[src/rtl/pipe_in_funnel_tx.sv]
// pipe_in_funnel_tx: takes one wide PipeIn beat and streams it out as a
// sequence of narrow words, least-significant word first. The final word is
// zero-padded above the top input bit. When the last word of a beat transfers,
// a new beat can be taken in the same cycle, so back-to-back beats produce an
// unbroken output stream.
module pipe_in_funnel_tx #(
    parameter int inWidth   = 144,
    parameter int dataWidth = 32
) (
    input  logic                 CLK,
    input  logic                 nRST,
    input  logic                 in_enq__ENA,
    input  logic [inWidth-1:0]   in_enq_v,
    output logic                 in_enq__RDY,
    output logic                 out_enq__ENA,
    output logic [dataWidth-1:0] out_enq_v,
    input  logic                 out_enq__RDY,
    output logic                 busy
);

    localparam int BEATS   = (inWidth + dataWidth - 1) / dataWidth;
    localparam int IDXW    = (BEATS > 1) ? $clog2(BEATS) : 1;
    localparam int WORDS_N = 2 ** IDXW;
    localparam int PADW    = BEATS * dataWidth;
    localparam logic [IDXW-1:0] LAST_IDX = IDXW'(BEATS - 1);

    typedef enum logic {
        IDLE,
        SEND
    } state_t;

    state_t               state_q, state_d;
    logic [IDXW-1:0]      idx_q, idx_d;
    logic [inWidth-1:0]   hold_q, hold_d;

    logic [PADW-1:0]      padded;
    logic [dataWidth-1:0] words [WORDS_N];
    logic                 last_word;

    // The held beat is widened with zeros so the last word picks up padding
    // above the top input bit.
    assign padded = PADW'(hold_q);

    // Slice the padded beat into words; slots beyond BEATS only exist to make
    // the word table a power of two and are never selected.
    for (genvar k = 0; k < WORDS_N; k++) begin : g_words
        if (k < BEATS) begin : g_real
            assign words[k] = padded[k*dataWidth +: dataWidth];
        end else begin : g_pad
            assign words[k] = '0;
        end
    end

    assign last_word = (idx_q == LAST_IDX);

    // Handshake outputs are combinational from state and the downstream ready,
    // so a new beat can be accepted as the last word leaves.
    always_comb begin
        out_enq__ENA = (state_q == SEND) && out_enq__RDY;
        out_enq_v    = (state_q == SEND) ? words[idx_q] : '0;
        in_enq__RDY  = (state_q == IDLE) ||
                       ((state_q == SEND) && last_word && out_enq__RDY);
        busy         = (state_q == SEND);
    end

    // Next-state logic: capture beats, advance the word index on each output
    // transfer, and either reload or fall back to IDLE after the last word.
    always_comb begin
        state_d = state_q;
        idx_d   = idx_q;
        hold_d  = hold_q;
        case (state_q)
            IDLE: begin
                if (in_enq__ENA) begin
                    hold_d  = in_enq_v;
                    idx_d   = '0;
                    state_d = SEND;
                end
            end
            SEND: begin
                if (out_enq__RDY) begin
                    if (!last_word) begin
                        idx_d = idx_q + IDXW'(1);
                    end else if (in_enq__ENA) begin
                        hold_d = in_enq_v;
                        idx_d  = '0;
                    end else begin
                        idx_d   = '0;
                        state_d = IDLE;
                    end
                end
            end
            default: begin
                state_d = IDLE;
                idx_d   = '0;
            end
        endcase
    end

    // State registers; reset discards any beat still being funnelled.
    always_ff @(posedge CLK or negedge nRST) begin
        if (!nRST) begin
            state_q <= IDLE;
            idx_q   <= '0;
            hold_q  <= '0;
        end else begin
            state_q <= state_d;
            idx_q   <= idx_d;
            hold_q  <= hold_d;
        end
    end

endmodule

[config.mk]
export PLATFORM = sky130hd
export DESIGN_NAME = pipe_in_funnel_tx
export DESIGN_NICKNAME = d
export VERILOG_FILES = /design/src/rtl/pipe_in_funnel_tx.sv
export SDC_FILE = /design/constraint.sdc
export NUM_CORES = 1
export LEC_CHECK = 0
export ABC_AREA = 1
export CAP_MARGIN = 20
export CELL_PAD_IN_SITES_DETAIL_PLACEMENT = 2
export CELL_PAD_IN_SITES_GLOBAL_PLACEMENT = 2
export CORE_UTILIZATION = 30
export DETAILED_ROUTE_END_ITERATION = 6
export HOLD_SLACK_MARGIN = 0.03
export PLACE_DENSITY_LB_ADDON = 0.1
export SLEW_MARGIN = 20
export SYNTH_ARGS = -nofsm -noshare
export SYNTH_HDL_FRONTEND = slang
export SYNTH_SLANG_ARGS = --single-unit
[constraint.sdc]
create_clock -name CLK -period 3.9 [get_ports CLK]
set_input_delay 0.78 -clock CLK [delete_from_list [all_inputs] [get_ports CLK]]
set_output_delay 0.78 -clock CLK [all_outputs]
set_load 0.005 [all_outputs]
## Word-level counts from Yosys, hierarchy flattened

Index checks and enable logic that the tools add are counted.

| word-level totals | value |
|---|---|
| register bits | 148 |
| latch bits | 0 |
| bits in writable memories | 0 |
| ROM bits | 0 |
| bits of input ports | 148 |
| word-level logic and storage cells | 33 |
| memories | 0 |

| operators by class | value |
|---|---|
| $add $sub $neg | 1 |
| multiply operators | 0 |
| div/mod/pow operators | 0 |
| magnitude comparators | 1 |
| equal/unequal tests | 4 |
| shift operators | 0 |
| mux-type cells | 16 |
| bitwise logic cells | 2 |
| reductions and logical operators | 6 |

Operator list:

| cell | number |
|---|---|
| 2-to-1 mux 144 bit | 3 |
| case mux 144 bit (2 select lines) | 1 |
| binary-select mux 32 bit (select 3 bit) | 1 |
| 2-to-1 mux 32 bit | 3 |
| 2-to-1 mux 3 bit | 3 |
| case mux 3 bit (2 select lines) | 1 |
| >= comparator 4 bit (second input constant) | 1 |
| != test 2 bit (second input constant) | 2 |
| inverter 3 -> 4 bit | 1 |
| AND reduction 2 bit | 2 |
| adder 3 x 1 -> 3 bit (second input constant) | 1 |
| equality test 3 bit (second input constant) | 1 |
| logical AND 1 bit | 3 |
| 2-to-1 mux 1 bit | 3 |
| != test 2 x 1 -> 1 bit (second input constant) | 1 |
| case mux 1 bit (2 select lines) | 1 |
| logical OR 1 bit | 1 |
| inverter 1 bit | 1 |

## Depth between registers and ports, before layout

| depth | value |
|---|---|
| depth in word-level cells | 5 |
| depth in mapped cells | 11 |
| gate-level depth less buffers | 7 |

## Worst setup path after synthesis

No wires, ideal clock.

| timing path | value |
|---|---|
| path kind | reg-to-output |
| from | register idx_q[0] |
| to | output port in_enq__RDY |
| data arrival time | 1.443 ns |
| path slack | 1.677 ns |
| cell stages (with the launch flop) | 7 |
| cell sequence | dfrtp_1 > inv_1 > buf_2 > buf_1 > ha_1 > nand2_1 > o21ai_0 |

| on the way | value |
|---|---|
| longest elaborated chain between the ends | 4 |

Ends and longest elaborated chain:

| item | line | text |
|---|---|---|
| from (decl) | 33 | `logic [IDXW-1:0] idx_q, idx_d;` |
| from (signal assigned) | 108 | `idx_q <= idx_d;` |
| equality test 3 bit | 54 | `assign last_word = (idx_q == LAST_IDX);` |
| logical AND 1 bit (2 in a row) | 62 | `((state_q == SEND) && last_word && out_enq__RDY);` |
| logical OR 1 bit | 61 | `in_enq__RDY = (state_q == IDLE) \|\|` |
| to (decl) | 14 | `output logic in_enq__RDY,` |

Every way passes these cells.

## Worst setup path after layout

Ends and elaborated chain as after synthesis.

==> impl_metrics.py <==
metrics = {
    "clock_tree": {
        "clk_path_buf_depth": 2,
        "ctsHoldBuffers": 0,
        "clk_pin_slew_ns": 0.07,
        "cts_tree": "yes",
        "cts_sinks": 148,
        "cts-resized-gates": 0,
        "clk_latency_ns": 0.43,
        "postCtsSetupBuffers": 0,
        "clock-root-buffer": "clkbuf_16",
        "h-tree-depth": 4,
        "cts_made_buffers": 17,
    },
    "worst_setup_path": {
        "rr_worst_depth": 8,
        "path_delay_family": "buffers and inverters",
        "max_stage_delay_ns": 0.60,
        "cp.depth": 6,
        "cp_num_buf_inv": 3,
        "end_kind": "output pin",
        "crit_chain": "inv_2 -> buf_4 -> ha_1 -> nand2_1 -> o21ai_0 -> clkdlybuf4s50_1",
        "reg2reg_from": "idx_q[0]",
        "cp_max_fo": 27,
        "slowest_stage": "dfrtp_2",
        "cp-start-kind": "register",
        "crit_path_start": "idx_q[0]",
        "r2r_end": "hold_q[112]",
        "path_class": "register to output pin",
        "endpoint": "in_enq__RDY",
        "required_ns": 3.12,
        "critical_path_arrival_ns": 2.88,
        "rrSetupSlack_ns": 0.94,
    },
    "layout": {
        "syn_to_final_growth_pct": 34.3,
        "fillers": 2823,
        "final_cell_count_no_fill": 1485,
        "postLayoutCoreUtil": 0.414,
        "nNetsFinal": 1298,
        "num_antenna_cells": 0,
        "layout-drive-gt1-share": 0.0500,
    },
    "routing": {
        "wl_per_cell_um": 19.5,
        "drt-vias-per-instance": 5.05,
        "drc_errors": 0,
        "drt-total-wl_um": 28900,
        "drtIter0Drc": 388,
        "firstDrtPassIters": 4,
        "antenna_left": 0,
        "vias": 7501,
    },
    "sta": {
        "finalSetupTns_ns": 0,
        "report.final.slew_viol_count": 0,
        "slew_headroom": 0.292,
        "fin_worst_skew_ns": 0.0135,
        "fin_crit_sh": 0.940,
        "worstMarginPinSlew_ns": 1.06,
        "period_minus_slack_ns": 3.66,
        "setup_viol": 0,
        "finalHoldViolCount": 0,
        "rsz0062_at_grt": "no",
        "max_clock_freq_ghz": 0.273,
    },
    "floorplanning": {
        "die_w_um": 161,
        "dieArea_mm2": 0.0259,
        "start_util": 0.308,
        "die_height_um": 161,
        "coreArea_mm2": 0.0245,
        "fp-row-count": 57,
        "io_pins": 183,
    },
    "yosys": {
        "synthSimpleGateAreaFrac": 0.406,
        "synth_top_family_by_area": "simple AND/OR/NAND/NOR gates",
        "ys_ff_latch": 148,
        "syn_inst": 1015,
        "synth_seq_area_share": 0.489,
        "synth_mux_area_frac": 0,
        "synth_fp_nets": 1165,
        "yosys.area.top_type": "dfrtp_1",
        "synthTopCellsByArea": "dfrtp_1 (49%), nand2_1 (22%), nand4_1 (12%)",
        "synthAdderAreaFrac": 0.00331,
        "yosysWarnings": 0,
        "synth_compound_area_frac": 0.0146,
        "syn_area_mm2": 0.00757,
        "synth_top_area_frac": 0.489,
        "synth_xor_xnor_area_share": 0.00116,
        "synth.distinct_cells": 17,
        "postSynthAreaPerCell_um2": 7.46,
    },
    "hold_path": {
        "hold_path_class": "input port to async pin",
    },
    "grt": {
        "grtUsageTotal": 0.232,
        "grt_start_max_net_pins": 131,
        "grt_pass1_vias": 8096,
        "grt_first_pass_wirelength_um": 45900,
        "overflow": 0,
        "grt_antenna_before_repair": 0,
    },
    "pwr": {
        "p_clk_frac": 0.207,
        "internal_power_mw": 4.55,
        "finalPower_mw": 7.81,
        "switchingPower_mw": 3.26,
        "switching_share": 0.418,
        "powerDensity_mw_per_mm2": 768,
        "power_frac_comb": 0.443,
        "vdd_drop_max_uv": 327,
        "seqPwrFrac": 0.350,
        "leakagePower_nw": 5.01,
    },
    "placement": {
        "place_hpwl_um": 19800,
        "gp_congestion": 0.874,
        "dp_cells": 1453,
        "portBuffers": 182,
    },
    "flow_run": {
        "drv_cap": 0,
    },
    "outcome": {
        "outcome": "finished clean",
    },
}
-- cells in the mapped netlist --
master    number
nand4_1      144
clkbuf_1      47
ha_1           2
inv_1         70
clkinv_1       1
nor3_2         1
a21oi_1       17
nand3_4        1
dfrtp_1      148
nand2_1      439
buf_2         37
nand2_2        2
o21ai_0        5
buf_6          1
xor2_1         1
nand3_1       96
buf_1          3
-- area by class of cell --
type / instances / area, um^2 / share of cell area
timing repair buffer: 202 / 2000 / 0.196
sequential: 148 / 3700 / 0.364
clock buffer: 20 / 447 / 0.0439
multi-input combinational: 708 / 3220 / 0.317
inverter: 71 / 267 / 0.0262
clock inverter: 12 / 123 / 0.0121
tap: 324 / 405 / 0.0399
-- cell usage in the layout, fill, tap and decap left out --
cell	instances
buf_6	1
dfrtp_2	1
o21ai_0	5
bufinv_16	1
nand4_1	144
dfrtp_1	147
nand2_1	439
clkinv_4	5
nand3_4	1
nand2_4	2
clkinv_1	1
inv_2	1
clkbuf_8	1
clkbuf_1	2
nand3_1	96
clkinvlp_4	3
buf_4	19
buf_12	2
xor2_1	1
nor3_2	1
inv_6	3
ha_1	2
clkbuf_16	17
a21oi_1	17
inv_1	69
clkdlybuf4s50_1	180
-- stage by stage --
| stage | hold slack (ns) | setup WS [ns] | cell area, um^2 |
|---|---|---|---|
| finish | 0.365 | 0.236 | 10200 |
| global route | 0.404 | 0.0278 | 10200 |
| CTS | 0.405 | 0.179 | 10200 |
| detailed placement | 0.460 | 0.655 | 9600 |
| global placement | 0.455 | 0.727 | 9600 |
| floorplan | 0.442 | 1.68 | 7570 |
-- worst min path at each step --
stage                start           to  slack (ns)
4_1_cts               nRST  hold_q[118]        0.41
2_1_floorplan  hold_q[112]  hold_q[112]        0.44
6_report              nRST  hold_q[118]        0.37
5_1_grt               nRST  hold_q[118]        0.40
3_5_place_dp   hold_q[112]  hold_q[112]        0.46
3_3_place_gp    hold_q[35]   hold_q[35]        0.45
-- flip-flops by register name (all words and copies together), names as in the netlist --
name,flops
hold_q,144
idx_q,3
busy,1
-- routing by layer --
metal,vias up,track usage,share of wire
met5,-,0,0
met4,0,0.0746,0.023
met3,34,0.0393,0.045
met2,170,0.387,0.48
met1,3702,0.304,0.45
li1,3595,-,-
-- power by group through the flow --
stage / sequential [mW] / clock, mW / combinational (mW)
2_1_floorplan: 2.52 / 0 / 1.98
3_3_place_gp: 2.73 / 0 / 3.39
4_1_cts: 2.74 / 1.65 / 3.52
6_report: 2.73 / 1.62 / 3.46
3_5_place_dp: 2.74 / 0 / 3.48
5_1_grt: 2.81 / 1.72 / 3.87
-- logic make-up (layout without fill, tap and decap cells) --
group	count (synthesis)	count (layout)
AND/OR/NAND/NOR	683	683
buffers and inverters	159	305
flip-flops	148	148
adder cells (fa/ha/maj)	2	2
AO/OA/AOI/OAI	22	22
XOR/XNOR	1	1
-- worst register-to-register path, delay by kind of cell (launching register included) --
family                   cells  cell delay (ns)
buffers and inverters        3             1.32
AND/OR/NAND/NOR              4             0.80
flip-flops                   1             0.60
adder cells (fa/ha/maj)      1             0.18
(Power assumes the default switching activity.)
